### src/rtl/capture_pkg.sv
// Shared definitions for the input-capture block: edge-select encodings,
// default sizing and the edge-match helper.
package capture_pkg;

  localparam int CAP_BIN_DEF   = 32;
  localparam int CAP_DEPTH_DEF = 4;

  typedef enum logic [1:0] {
    EDGE_NONE = 2'b00,
    EDGE_RISE = 2'b01,
    EDGE_FALL = 2'b10,
    EDGE_BOTH = 2'b11
  } edge_sel_e;

  function automatic logic edge_match(input logic [1:0] sel, input logic rise, input logic fall);
    logic hit;
    hit = 1'b0;
    case (sel)
      EDGE_NONE: hit = 1'b0;
      EDGE_RISE: hit = rise;
      EDGE_FALL: hit = fall;
      EDGE_BOTH: hit = rise | fall;
      default:   hit = 1'b0;
    endcase
    return hit;
  endfunction

endpackage

### src/rtl/capture_fifo.sv
// Show-ahead timestamp FIFO. A push into a full FIFO is accepted only when a
// pop retires the head on the same edge; otherwise it is reported as dropped.
module capture_fifo #(
  parameter int bin   = 32,
  parameter int DEPTH = 4
) (
  input  logic                     clk,
  input  logic                     reset_n,
  input  logic                     i_clear,
  input  logic                     i_push,
  input  logic [bin-1:0]           i_data,
  input  logic                     i_pop,
  output logic [bin-1:0]           o_data,
  output logic                     o_valid,
  output logic [$clog2(DEPTH):0]   o_level,
  output logic                     o_drop
);

  localparam int AW = $clog2(DEPTH);
  localparam logic [AW:0] FULL_LVL = (AW+1)'(DEPTH);

  logic [bin-1:0] r_mem [DEPTH];
  logic [AW-1:0]  r_wr_ptr;
  logic [AW-1:0]  r_rd_ptr;
  logic [AW:0]    r_level;

  logic w_empty;
  logic w_full;
  logic w_pop;
  logic w_push;

  assign w_empty = (r_level == '0);
  assign w_full  = (r_level == FULL_LVL);
  assign w_pop   = i_pop & ~w_empty;
  // A pop on the same edge frees the slot the full-FIFO push needs.
  assign w_push  = i_push & (~w_full | w_pop);

  always_ff @(posedge clk) begin
    if (w_push && !i_clear) begin
      r_mem[r_wr_ptr] <= i_data;
    end
  end

  always_ff @(posedge clk or negedge reset_n) begin
    if (!reset_n) begin
      r_wr_ptr <= '0;
      r_rd_ptr <= '0;
      r_level  <= '0;
    end else if (i_clear) begin
      r_wr_ptr <= '0;
      r_rd_ptr <= '0;
      r_level  <= '0;
    end else begin
      if (w_push) r_wr_ptr <= r_wr_ptr + 1'b1;
      if (w_pop)  r_rd_ptr <= r_rd_ptr + 1'b1;
      case ({w_push, w_pop})
        2'b10:   r_level <= r_level + 1'b1;
        2'b01:   r_level <= r_level - 1'b1;
        default: r_level <= r_level;
      endcase
    end
  end

  assign o_data  = w_empty ? '0 : r_mem[r_rd_ptr];
  assign o_valid = ~w_empty;
  assign o_level = r_level;
  assign o_drop  = i_push & w_full & ~w_pop & ~i_clear;

endmodule

### src/rtl/capture_unit.sv
// Input capture: free-running timer, 3-flop synchronizer with edge detect,
// and a timestamp FIFO drained over valid/ready. Sticky lost flag on drops.
module capture_unit
  import capture_pkg::*;
#(
  parameter int bin   = CAP_BIN_DEF,
  parameter int DEPTH = CAP_DEPTH_DEF
) (
  input  logic                   clk,
  input  logic                   reset_n,
  input  logic                   enable,
  input  logic                   clear,
  input  logic [1:0]             edge_sel,
  input  logic                   cap_in,
  output logic [bin-1:0]         oCapture,
  output logic                   cap_valid,
  input  logic                   cap_ready,
  output logic [$clog2(DEPTH):0] level,
  output logic                   ovf,
  output logic                   lost
);

  logic [bin-1:0] r_timer;
  logic           r_ovf;
  logic           r_lost;
  logic           r_s1;
  logic           r_s2;
  logic           r_s3;

  logic w_rise;
  logic w_fall;
  logic w_req;
  logic w_drop;

  always_ff @(posedge clk or negedge reset_n) begin
    if (!reset_n) begin
      r_timer <= '0;
      r_ovf   <= 1'b0;
    end else if (clear) begin
      r_timer <= '0;
      r_ovf   <= 1'b0;
    end else if (enable) begin
      r_timer <= r_timer + 1'b1;
      r_ovf   <= &r_timer;
    end else begin
      r_ovf   <= 1'b0;
    end
  end

  // Synchronizer keeps running while disabled so re-enabling never fakes an edge.
  always_ff @(posedge clk or negedge reset_n) begin
    if (!reset_n) begin
      r_s1 <= 1'b0;
      r_s2 <= 1'b0;
      r_s3 <= 1'b0;
    end else begin
      r_s1 <= cap_in;
      r_s2 <= r_s1;
      r_s3 <= r_s2;
    end
  end

  assign w_rise = r_s2 & ~r_s3;
  assign w_fall = ~r_s2 & r_s3;
  assign w_req  = enable & ~clear & edge_match(edge_sel, w_rise, w_fall);

  capture_fifo #(
    .bin   (bin),
    .DEPTH (DEPTH)
  ) u_fifo (
    .clk     (clk),
    .reset_n (reset_n),
    .i_clear (clear),
    .i_push  (w_req),
    .i_data  (r_timer),
    .i_pop   (cap_ready),
    .o_data  (oCapture),
    .o_valid (cap_valid),
    .o_level (level),
    .o_drop  (w_drop)
  );

  always_ff @(posedge clk or negedge reset_n) begin
    if (!reset_n) begin
      r_lost <= 1'b0;
    end else if (clear) begin
      r_lost <= 1'b0;
    end else if (w_drop) begin
      r_lost <= 1'b1;
    end
  end

  assign ovf  = r_ovf;
  assign lost = r_lost;

endmodule

### config.mk
export PLATFORM = sky130hd
export DESIGN_NAME = capture_unit
export DESIGN_NICKNAME = d
export VERILOG_FILES = /design/src/rtl/capture_pkg.sv /design/src/rtl/capture_fifo.sv /design/src/rtl/capture_unit.sv
export SDC_FILE = /design/constraint.sdc
export NUM_CORES = 1
export LEC_CHECK = 0
export BUFFER_PORTS_ARGS = -buffer_cell sky130_fd_sc_hd__buf_2
export CAP_MARGIN = 20
export CORE_MARGIN = 5
export CORE_UTILIZATION = 55
export CTS_CLUSTER_SIZE = 28
export DETAILED_ROUTE_END_ITERATION = 6
export PLACE_DENSITY = 0.73
export REMOVE_ABC_BUFFERS = 1
export SETUP_SLACK_MARGIN = 0.3
export SYNTH_ARGS = -nofsm -noshare
export SYNTH_HDL_FRONTEND = slang
export SYNTH_HIERARCHICAL = 1
export SYNTH_SLANG_ARGS = --single-unit
### constraint.sdc
create_clock -name clk -period 4.6 [get_ports clk]
set_input_delay 0.69 -clock clk [delete_from_list [all_inputs] [get_ports clk]]
set_output_delay 0.69 -clock clk [all_outputs]
set_load 0.03 [all_outputs]
==> reports/qor.csv <==
stage,metric,value,unit
yosys,ys_top_cells_by_area,"edfxtp_1 (52%), dfrtp_1 (15%), mux4_2 (9.2%)",
clocking,htree_levels,4,
floorplanning,ios,46,
place,portBuffers,45,
sta,rsz0062_at_grt,false,
global_route,grt_overflow,0,
yosys,synthArstFlopShare,25.6,%
sta,whs,0.185,ns
yosys,synth-edff-count,128,
clocking,insertion_delay,0.42,ns
clocking,cts_num_sinks,172,
clocking,tritoncts,built,
sta,setup_violations,0,
floorplanning,start_util,55.7,%
cells_and_area,nNetsFinal,522,
outcome,outcome,"finished, final reports clean",
yosys,yosysTopAreaCellShare,52.4,%
global_route,grt_pass1_vias,4091,
sta,period_minus_slack,3.23,ns
sta,tns,0,ns
route,drt-vias-per-instance,5.77,
yosys,ys_seq_area_share,67.4,%
cells_and_area,area_growth_syn_to_layout,13.0,%
cells_and_area,fill_cells,945,
route,drt-initial-drc-count,370,
floorplanning,core-area,0.0132,mm^2
route,drc,0,
global_route,grt_max_degree,45,
worst_setup_path,critPathKind,flip-flop to primary output,
yosys,syn_inst,465,
route,vias,4012,
route,detail-route-antenna-nets,0,
global_route,grt_use_total,17.5,%
yosys,synth_top_cell_by_area,edfxtp_1,
yosys,yosys-top-cells-count,"edfxtp_1 (128), dfrtp_1 (44), mux4_2 (30)",
cells_and_area,antenna-diode-count,0,
power,ir_worst_vdd,0.000195,V
clocking,postCtsSetupBuffers,0,
cells_and_area,drive_gt1_share,22.9,%
clocking,clkTransAtPathRegs,0.06,ns
power,powerDensity,391,mW/mm^2
worst_setup_path,timing.critical_path.from_type,flip-flop,
clocking,post_cts_resized,0,
floorplanning,die_height,126,um
route,wl,13000,um
global_route,antenna_found_initial,0,
global_route,grt_pass1_wl,21300,um
sta,min_period_over_period,70.2,%
sta,slew_viol_final,0,
yosys,synth.most_common_cell,edfxtp_1,
sta,fmax,310,MHz
floorplanning,die_w,126,um
worst_setup_path,cp.arrival,2.54,ns
sta,skew,0.0157,ns
clocking,ctsHoldBuffers,0,
yosys,ys_types,50,
route,wire_per_inst,18.7,um
clocking,cts_made_buffers,17,
yosys,syn_area,0.00734,mm^2
yosys,syn_area_per_cell,15.8,um^2
floorplanning,row_count,42,
worst_setup_path,path_max_fanout,18,
worst_setup_path,crit_required,3.91,ns
sta,worst_pin_slew,0.899,ns
run,cap_violations,0,
power,p_leak,3.11,nW
place,dp_hpwl,7350,um
yosys,ys_ff_latch,172,
worst_setup_path,setup.worst_path.end_class,primary output,
clocking,clockBufferDepth,2,
sta,relSlewSlack,40.1,%
clocking,clockRootBuffer,clkbuf_16,
floorplanning,dieArea,0.0158,mm^2
route,first_pass_iters,5,
yosys,ys.flop_type,edfxtp_1,
sta,finalHoldViolCount,0,
place,place.gp.congestion,0.777,
hold_path,holdCritPathClass,input port to async pin,
yosys,synth_warnings,6,
## per-layer routing
metal  share of wire, %  track usage [%]  vias up
li1                   -                -     1884
met1                 43             23.3     2017
met2                 51             28.5      104
met3                4.9             3.97        7
met4               0.81             6.63        0
met5                  0                0        -
## critical path: stages, from the launching register on
cell     delay [ns]
dfrtp_2        0.76
buf_4          0.45
mux4_2         0.57
nor2b_1        0.14
buf_2          0.19
## layout make-up
cell class	instances	area [um^2]	share of cell area [%]
Inverter	12	45.0	0.543
Clock inverter	7	110	1.33
Tap cell	176	220	2.66
Sequential cell	172	4950	59.7
Clock buffer	25	507	6.11
Multi-Input combinational cell	249	2160	26.0
Timing Repair Buffer	54	305	3.68
## sequential cells by signal, indices dropped and copies added, names as in the netlist
name / count
lost: 1
ovf: 1
r_s1: 1
r_s2: 1
r_s3: 1
r_timer: 32
u_fifo/o_level: 3
u_fifo/r_mem: 128
u_fifo/r_rd_ptr: 2
u_fifo/r_wr_ptr: 2
## worst paths after layout
check	startpoint	to	slack, ns	cells after the start
worst max-delay path	u_fifo/r_rd_ptr[0]$_DFFE_PN0P_	oCapture[18]	1.37	4
worst min-delay path	reset_n	r_timer[13]$_DFFE_PN0P_	0.19	1
worst max register to register	r_s2$_DFF_PN0_	u_fifo/o_level[2]$_DFFE_PN0P_	1.74	12
worst min register to register	r_s1$_DFF_PN0_	r_s2$_DFF_PN0_	0.35	0
max in group asynchronous	reset_n	r_timer[8]$_DFFE_PN0P_	3.89	2
min in group clk	r_s1$_DFF_PN0_	r_s2$_DFF_PN0_	0.35	0
## metrics by stage
| step | cells | worst slack, ns | utilization [%] | area [um^2] | power (mW) |
|---|---|---|---|---|---|
| 4_1_cts | 694 | 1.26 | 62.7 | 8270 | 3.26 |
| 6_report | 695 | 1.37 | 62.9 | 8290 | 3.24 |
| 3_5_place_dp | 662 | 1.59 | 58.0 | 7650 | 1.81 |
| 5_1_grt | 695 | 1.16 | 62.9 | 8290 | 3.35 |
| 2_1_floorplan | 433 | 0.992 | - | 7140 | 1.76 |
| 3_3_place_gp | 662 | 1.66 | 58.0 | 7650 | 1.80 |
## logic make-up (layout without fill, tap and decap cells)
logic type               after synthesis  count (layout)  share of synthesized area [%]
AO/OA/AOI/OAI                         52              52                           4.26
XOR/XNOR                              15              15                           1.79
adder cells (fa/ha/maj)                8               8                           1.47
buffers and inverters                 44              98                           3.34
flip-flops                           172             172                           67.4
multiplexers                          35              35                           10.3
AND/OR/NAND/NOR                      139             139                           11.4
## cell usage in the layout (no fill, tap or decap), types with 11 or more instances in the layout
| master | count |
|---|---|
| a21oi_1 | 23 |
| buf_2 | 45 |
| clkbuf_16 | 18 |
| dfrtp_1 | 42 |
| edfxtp_1 | 128 |
| inv_1 | 12 |
| mux4_2 | 30 |
| nand2_1 | 12 |
| nand3_1 | 11 |
| nor2_1 | 23 |
| nor2b_1 | 27 |
| o31ai_1 | 13 |
| or4_1 | 14 |
## where the power goes
part | total [mW] | internal, mW | switching (mW)
clock network | 1.47 | 0.927 | 0.540
logic | 0.100 | 0.0390 | 0.0611
registers | 1.67 | 1.66 | 0.00996
total | 3.24 | 2.63 | 0.611
Note: power is estimated with default switching activity, not from simulation.
